$ cat config.mk
export PLATFORM = sky130hd
export DESIGN_NAME = vreq_issue
export DESIGN_NICKNAME = d
export VERILOG_FILES = /design/src/rtl/vreq_issue.sv
export SDC_FILE = /design/constraint.sdc
export NUM_CORES = 1
export LEC_CHECK = 0
export ABC_AREA = 1
export CORE_AREA = 2 2 198 200
export CTS_BUF_LIST = sky130_fd_sc_hd__clkbuf_4 sky130_fd_sc_hd__clkbuf_8
export CTS_CLUSTER_SIZE = 30
export DETAILED_ROUTE_END_ITERATION = 10
export DIE_AREA = 0 0 200 202
export GPL_TIMING_DRIVEN = 0
export PLACE_DENSITY = 0.63
export SETUP_SLACK_MARGIN = 0.15
export SLEW_MARGIN = 30
export SYNTH_ARGS = -nofsm -noshare
export SYNTH_HDL_FRONTEND = slang
export SYNTH_SLANG_ARGS = --single-unit
$ cat constraint.sdc
create_clock -name clk -period 5.7 [get_ports clk]
set_clock_uncertainty 0.05 [all_clocks]
set_input_delay 1.71 -clock clk [delete_from_list [all_inputs] [get_ports clk]]
set_output_delay 1.71 -clock clk [all_outputs]
set_load 0.01 [all_outputs]
$ cat src/rtl/vreq_issue.sv
// vreq_issue: takes one decoded vector add/min/max instruction, reads both
// source operands from the register file one word per cycle, and forwards
// each word to the ALU together with its byte enables, destination address
// and mask bit offset.
//
// state   | meaning
// --------+--------------------------------------------------------------
// S_IDLE  | waiting for an instruction; instr_ready high
// S_ISSUE | one register-file read per cycle, k = 0 .. words-1
// S_DRAIN | last read returned; present the final ALU beat
module vreq_issue #(
  parameter int REQ_DATA_WIDTH    = 64,
  parameter int REQ_BYTE_EN_WIDTH = REQ_DATA_WIDTH/8,
  parameter int REQ_ADDR_WIDTH    = 32,
  parameter int SEW_WIDTH         = 2,
  parameter int OPSEL_WIDTH       = 9,
  parameter int VL_WIDTH          = 11,
  parameter int ENABLE_64_BIT     = 0
) (
  input  logic                         clk,
  input  logic                         rst,
  input  logic                         instr_valid,
  output logic                         instr_ready,
  input  logic [VL_WIDTH-1:0]          instr_vl,
  input  logic [SEW_WIDTH-1:0]         instr_sew,
  input  logic [OPSEL_WIDTH-1:0]       instr_opSel,
  input  logic                         instr_carry,
  input  logic                         instr_mask,
  input  logic                         instr_avg,
  input  logic [REQ_ADDR_WIDTH-1:0]    instr_vs1,
  input  logic [REQ_ADDR_WIDTH-1:0]    instr_vs2,
  input  logic [REQ_ADDR_WIDTH-1:0]    instr_vd,
  output logic                         rf_rd_en,
  output logic [REQ_ADDR_WIDTH-1:0]    rf_rd_addr0,
  output logic [REQ_ADDR_WIDTH-1:0]    rf_rd_addr1,
  input  logic [REQ_DATA_WIDTH-1:0]    rf_rd_data0,
  input  logic [REQ_DATA_WIDTH-1:0]    rf_rd_data1,
  output logic                         alu_valid,
  output logic [REQ_DATA_WIDTH-1:0]    alu_vec0,
  output logic [REQ_DATA_WIDTH-1:0]    alu_vec1,
  output logic [SEW_WIDTH-1:0]         alu_sew,
  output logic [OPSEL_WIDTH-1:0]       alu_opSel,
  output logic                         alu_carry,
  output logic                         alu_mask,
  output logic                         alu_avg,
  output logic [REQ_ADDR_WIDTH-1:0]    alu_addr,
  output logic [REQ_BYTE_EN_WIDTH-1:0] alu_be,
  output logic [5:0]                   alu_start_idx,
  output logic                         alu_req_start,
  output logic                         alu_req_end,
  output logic                         done,
  output logic                         err
);

  localparam int LOG2B = $clog2(REQ_BYTE_EN_WIDTH);
  localparam int LOG2D = $clog2(REQ_DATA_WIDTH);
  localparam int VW1   = VL_WIDTH + 1;
  localparam logic [REQ_BYTE_EN_WIDTH-1:0] BE_ONE = REQ_BYTE_EN_WIDTH'(1);

  typedef enum logic [1:0] {S_IDLE, S_ISSUE, S_DRAIN} state_t;

  state_t r_state, w_next;

  logic [VL_WIDTH-1:0]       r_vl, r_k, r_last;
  logic [SEW_WIDTH-1:0]      r_sew;
  logic [2:0]                r_lb;
  logic [OPSEL_WIDTH-1:0]    r_opsel;
  logic                      r_carry, r_mask, r_avg;
  logic [REQ_ADDR_WIDTH-1:0] r_vs1, r_vs2, r_vd;

  logic                         r_alu_valid, r_req_start, r_req_end, r_done, r_err;
  logic [REQ_ADDR_WIDTH-1:0]    r_alu_addr;
  logic [REQ_BYTE_EN_WIDTH-1:0] r_alu_be;
  logic [5:0]                   r_start_idx;

  // Accept-time decode: log2(elements per word) and the word count.
  logic                w_accept, w_sew_bad, w_vl_zero;
  logic [2:0]          w_lb_in;
  logic [VL_WIDTH:0]   w_round;
  logic [VL_WIDTH-1:0] w_words_in;

  assign w_accept   = instr_valid && (r_state == S_IDLE);
  assign w_sew_bad  = (instr_sew == SEW_WIDTH'(3)) && (ENABLE_64_BIT == 0);
  assign w_vl_zero  = (instr_vl == '0);
  assign w_lb_in    = 3'(LOG2B) - 3'(instr_sew);
  assign w_round    = {1'b0, instr_vl} + (VW1'(1) << w_lb_in) - VW1'(1);
  assign w_words_in = VL_WIDTH'(w_round >> w_lb_in);

  // Per-word values for the word currently being read (k = r_k).
  logic [VL_WIDTH-1:0] w_elem, w_rem, w_epw, w_nbytes;
  logic                w_full, w_last_k;

  assign w_elem   = r_k << r_lb;
  assign w_rem    = r_vl - w_elem;
  assign w_epw    = VL_WIDTH'(1) << r_lb;
  assign w_full   = (w_rem >= w_epw);
  assign w_nbytes = w_rem << r_sew;
  assign w_last_k = (r_k == r_last);

  assign instr_ready = (r_state == S_IDLE);
  assign rf_rd_en    = (r_state == S_ISSUE);
  assign rf_rd_addr0 = rf_rd_en ? r_vs1 + REQ_ADDR_WIDTH'(r_k) : '0;
  assign rf_rd_addr1 = rf_rd_en ? r_vs2 + REQ_ADDR_WIDTH'(r_k) : '0;

  // State register.
  always_ff @(posedge clk) begin
    if (rst) r_state <= S_IDLE;
    else     r_state <= w_next;
  end

  // Next state: zero-length and illegal-sew instructions never leave IDLE.
  always_comb begin
    w_next = r_state;
    case (r_state)
      S_IDLE:  if (w_accept && !w_sew_bad && !w_vl_zero) w_next = S_ISSUE;
      S_ISSUE: if (w_last_k) w_next = S_DRAIN;
      S_DRAIN: w_next = S_IDLE;
      default: w_next = S_IDLE;
    endcase
  end

  // Latch instruction fields on accept; advance the word counter while issuing.
  always_ff @(posedge clk) begin
    if (rst) begin
      r_vl <= '0; r_k <= '0; r_last <= '0; r_sew <= '0; r_lb <= '0;
      r_opsel <= '0; r_carry <= 1'b0; r_mask <= 1'b0; r_avg <= 1'b0;
      r_vs1 <= '0; r_vs2 <= '0; r_vd <= '0;
    end else if (w_accept) begin
      r_vl    <= instr_vl;
      r_k     <= '0;
      r_last  <= w_words_in - VL_WIDTH'(1);
      r_sew   <= instr_sew;
      r_lb    <= w_lb_in;
      r_opsel <= instr_opSel;
      r_carry <= instr_carry;
      r_mask  <= instr_mask;
      r_avg   <= instr_avg;
      r_vs1   <= instr_vs1;
      r_vs2   <= instr_vs2;
      r_vd    <= instr_vd;
    end else if (r_state == S_ISSUE) begin
      r_k <= r_k + VL_WIDTH'(1);
    end
  end

  // Register per-word metadata alongside the read so it lines up with the returned data.
  always_ff @(posedge clk) begin
    if (rst) begin
      r_alu_valid <= 1'b0; r_req_start <= 1'b0; r_req_end <= 1'b0;
      r_alu_addr <= '0; r_alu_be <= '0; r_start_idx <= '0;
      r_done <= 1'b0; r_err <= 1'b0;
    end else begin
      r_alu_valid <= (r_state == S_ISSUE);
      r_req_start <= (r_k == '0);
      r_req_end   <= w_last_k;
      r_alu_be    <= w_full ? '1 : (BE_ONE << w_nbytes) - BE_ONE;
      if (r_opsel[OPSEL_WIDTH-1]) begin
        r_alu_addr  <= r_vd + REQ_ADDR_WIDTH'(w_elem >> LOG2D);
        r_start_idx <= 6'(w_elem & VL_WIDTH'(REQ_DATA_WIDTH-1));
      end else begin
        r_alu_addr  <= r_vd + REQ_ADDR_WIDTH'(r_k);
        r_start_idx <= '0;
      end
      r_done <= (w_accept && !w_sew_bad && w_vl_zero) ||
                ((r_state == S_ISSUE) && w_last_k);
      r_err  <= w_accept && w_sew_bad;
    end
  end

  // ALU request outputs, forced to zero outside a valid beat.
  always_comb begin
    alu_valid     = r_alu_valid;
    alu_vec0      = '0;
    alu_vec1      = '0;
    alu_sew       = '0;
    alu_opSel     = '0;
    alu_carry     = 1'b0;
    alu_mask      = 1'b0;
    alu_avg       = 1'b0;
    alu_addr      = '0;
    alu_be        = '0;
    alu_start_idx = '0;
    alu_req_start = 1'b0;
    alu_req_end   = 1'b0;
    if (r_alu_valid) begin
      alu_vec0      = rf_rd_data0;
      alu_vec1      = rf_rd_data1;
      alu_sew       = r_sew;
      alu_opSel     = r_opsel;
      alu_carry     = r_carry;
      alu_mask      = r_mask;
      alu_avg       = r_avg;
      alu_addr      = r_alu_addr;
      alu_be        = r_alu_be;
      alu_start_idx = r_start_idx;
      alu_req_start = r_req_start;
      alu_req_end   = r_req_end;
    end
  end

  assign done = r_done;
  assign err  = r_err;

endmodule

==> results_tabular.tex <==
\begin{tabular}{lr}
\hline
Metric & Value \\
\hline
\multicolumn{2}{l}{\textbf{Status}} \\
\quad Run status & completed \\
\multicolumn{2}{l}{\textbf{Placed design}} \\
\quad Quantity of I/O buffers inserted on ports & 510 \\
\quad Last weighted congestion value of the routability-driven placer & 0.966 \\
\quad Placed wire-length estimate & 51900 um \\
\quad Total instance count after detailed placement & 3124 \\
\multicolumn{2}{l}{\textbf{Logic synthesis}} \\
\quad Seq/Total Area, Yosys & 29.8\% \\
\quad FF+latch count, synth & 198 \\
\quad Number of enable-type register cells in the synthesized netlist & 0 \\
\quad Cell variety after synth & 57 \\
\quad Async S/R FF share, synth & 0\% \\
\quad Dominant register cell in the synthesized netlist & dfxtp\_1 \\
\quad Avg Cell Area, Syn & 6.34 um2 \\
\quad Cell accounting for the most synthesized area & dfxtp\_1 \\
\quad Net count after synthesis & 2421 \\
\quad Largest cells by area after synthesis & dfxtp\_1, nand2\_1, inv\_1, ha\_1, o21ai\_0 \\
\quad Synth warnings & 0 \\
\quad Post-Synthesis Cells & 2096 \\
\quad Share of Yosys cell area claimed by the top area cell type & 29.8\% \\
\quad Synthesized area & 0.0133 mm2 \\
\multicolumn{2}{l}{\textbf{Floorplanning}} \\
\quad Core box area & 0.0383 mm2 \\
\quad Floorplan die area & 0.0404 mm2 \\
\quad Chip width & 200 um \\
\quad Effective utilization at floorplan & 34.7\% \\
\quad Die height & 202 um \\
\quad Count of pins on the block boundary & 511 \\
\quad Standard-cell row count & 72 \\
\multicolumn{2}{l}{\textbf{Clock network}} \\
\quad Buffer levels on the longest clock path & 2 \\
\quad Clock buffer count from CTS & 17 \\
\quad Clock H-tree levels & 4 \\
\quad Clock root buffer & clkbuf\_8 \\
\quad Clock latency on the worst-skew pair & 0.50 ns \\
\quad Reg clk slew, reported paths & 0.11 ns \\
\quad TritonCTS clock tree & yes \\
\quad Number of clock sinks & 198 \\
\quad Number of buffers added to fix hold violations after cts & 0 \\
\multicolumn{2}{l}{\textbf{Drt}} \\
\quad Via total after detailed routing & 15500 \\
\quad Post-route ant nets & 0 \\
\quad Final Routed Wirelength & 60400 um \\
\quad Wire length per cell & 19.0 um \\
\quad Via-per-instance ratio & 4.88 \\
\quad Length of the first detailed-routing pass in iterations & 6 \\
\quad DRC violations left & 0 \\
\quad Number of DRC markers after the initial detailed-route iteration & 956 \\
\multicolumn{2}{l}{\textbf{Hold path}} \\
\quad Worst hold path type & reg -> reg \\
\multicolumn{2}{l}{\textbf{Timing}} \\
\quad Period Utilization, post-route & 95.4\% \\
\quad Highest attainable clock frequency & 184 MHz \\
\quad Count of endpoints failing hold in the final timing report & 0 \\
\quad Number of setup violations in the final report & 0 \\
\quad Final TNS setup & 0 ns \\
\quad Unrepaired setup endpoints after global routing & no \\
\quad Max-slew headroom & 40.2\% \\
\quad Final critical delay including setup and external delays & 5.44 ns \\
\quad Max-slew violations & 0 \\
\quad Slew at the pin with the worst max-slew slack & 0.894 ns \\
\multicolumn{2}{l}{\textbf{Pwr}} \\
\quad Fraction of power consumed by sequential logic & 41.0\% \\
\quad Internal Dissipation & 0.00242 W \\
\quad Maximum VDD drop & 0.112 mV \\
\quad Leakage dissipation & 9.23 nW \\
\quad Overall power consumption & 0.00382 W \\
\quad Net switching component of the power & 0.00140 W \\
\quad Power per standard cell area & 195 mW/mm2 \\
\quad Switching Share & 36.7\% \\
\quad Share of total power in the clock network & 23.5\% \\
\quad Portion of total power attributed to combinational logic & 35.4\% \\
\multicolumn{2}{l}{\textbf{Setup path}} \\
\quad Arrival time at the worst endpoint & 3.68 ns \\
\quad Type of the setup path with the least slack & reg -> out \\
\quad Worst reg-to-reg setup slack & 1.66 ns \\
\quad Maximum fanout along the worst path & 5 \\
\quad Required time at the worst-slack endpoint & 3.94 ns \\
\quad Endpoint kind of the worst setup timing path & primary output \\
\quad Nature of the critical path startpoint & flip-flop \\
\multicolumn{2}{l}{\textbf{Global route}} \\
\quad Antenna violations before repair & 22 \\
\quad Maximum number of pins on one net before global-route repair & 18 \\
\quad Congestion Overflow GR & 0 \\
\quad Global-route wire length before repair & 87100 um \\
\quad Total Routing Usage GR & 28.9\% \\
\quad Number of global-route vias before repair & 14700 \\
\multicolumn{2}{l}{\textbf{Finish}} \\
\quad Most frequent cells in the layout & nand2\_1, clkdlybuf4s50\_1, inv\_1 \\
\quad Layout-stage area growth over the synthesis result & 47.4\% \\
\quad Most common cell after layout, fill and taps aside & nand2\_1 \\
\quad Non-filler instance count after layout & 3174 \\
\quad Final net count & 2952 \\
\quad Fraction of layout cells with a size suffix above 1 & 5.42\% \\
\quad Fillers & 3945 \\
\multicolumn{2}{l}{\textbf{Run}} \\
\quad Count of maximum capacitance violations & 0 \\
\hline
\end{tabular}
[cells by family after synthesis]
logic type,Yosys count,synth area share [%]
adders and majority gates,73,7.16
buffers and inverters,493,14.1
and+or+nand+nor,908,29.3
xor gates and xnor gates,26,1.77
DFF,198,29.8
AOI/OAI and AO/OA,395,17.6
muxes,3,0.320
[state kept, by name, summed over array words and instances, names as in the netlist, 6 cells and up]
signal and cells:
r_alu_be 8, r_last 11, r_vl 11, r_alu_addr 32
r_opsel 9, r_vs1 32, r_start_idx 6, r_vs2 32
r_k 11, r_vd 32
[area by class of cell]
class                   count  area [um2]  area share, %
diodes                     16        40.0          0.204
well taps                 518         648           3.31
flip-flops and latches    198        3970           20.3
multi-input cells        1405        7560           38.6
repair buffers            512        5120           26.2
clock inverters            10        87.6          0.447
plain buffers              72         288           1.47
inverters                 421        1580           8.07
clock buffers              22         284           1.45
[per-stage QoR]
stage / utilization, % / cell area [um2] / setup WS, ns / hold slack, ns
2_1_floorplan: - / 13300 / 1.27 / 0.385
3_3_place_gp: 49.7 / 19000 / 0.425 / 0.405
3_5_place_dp: 49.7 / 19000 / 0.397 / 0.410
4_1_cts: 50.7 / 19400 / 0.153 / 0.438
5_1_grt: 51.1 / 19600 / 0.101 / 0.450
6_report: 51.1 / 19600 / 0.262 / 0.436
[power by group through the flow]
stage               clock [W]  sequential (W)  combinational, W
floorplan                   0         0.00157          0.000763
global placement            0         0.00160           0.00133
detailed placement          0         0.00160           0.00134
CTS                  0.000920         0.00157           0.00135
global route         0.000959         0.00158           0.00150
finish               0.000900         0.00157           0.00135
[final timing paths]
check | depth (start not counted) | start | to
worst max-delay path | 16 | r_k[6] | rf_rd_addr0[22]
worst min-delay path | 2 | r_vd[31] | r_alu_addr[31]
worst max register to register | 27 | r_k[0] | r_alu_be[4]
worst min register to register | 2 | r_vd[31] | r_alu_addr[31]
[what timing repair did]
action                                  4_1_cts  5_1_grt
pin swaps                                     0        3
setup buffers                                 0        2
gates cloned                                  0        0
resized for setup                             1       25
endpoints found under the setup margin        1       17
[metal layers]
metal | wire length [um] | GRT usage, %
met1 | 24000 | 34.2
met2 | 30500 | 52.5
met4 | 1960 | 11.0
met5 | 10 | 0
met3 | 3900 | 3.94
[cells in the mapped netlist, types with 2 or more instances]
cell type and instances:
or2_2 4, dfxtp_1 198, clkinv_1 2, buf_2 5, nand3_1 77, o21ai_0 144
nand3b_1 2, nand4_1 13, xor2_1 20, a211oi_1 2, clkbuf_1 59, o21bai_1 5
inv_2 10, buf_1 6, xnor2_1 5, ha_1 68, nor3b_1 2, nor2_4 6
a31oi_1 7, nor2_2 13, nor2_1 162, or2_1 2, a22o_1 54, o2111ai_1 4
nor3_1 49, mux2i_1 2, fa_1 5, nor4_1 11, nand4_2 2, o21a_1 4
a21oi_1 123, and3_1 3, nand2_2 21, a21oi_2 5, or4_1 2, inv_1 409
o21ai_1 21, nand2_1 528, o21ai_2 7, o22ai_1 4, o221ai_1 3, o31ai_1 5
nand3_2 6, a32o_1 2, and2_1 2
[critical path: stages, from the launching register on]
cell and delay, ns:
dfxtp_1 0.41, ha_1 0.37, inv_1 0.11, nor3_2 0.25
nand3_1 0.11, o2111ai_1 0.14, nand2_1 0.10, nand2_1 0.12
nand2_1 0.09, nor2_1 0.16, nand2_1 0.12, inv_1 0.09
nand2_1 0.08, clkinv_1 0.11, o21ai_0 0.10, a21oi_2 0.22
clkdlybuf4s50_1 0.59
Power figures use the tool's default switching activity.
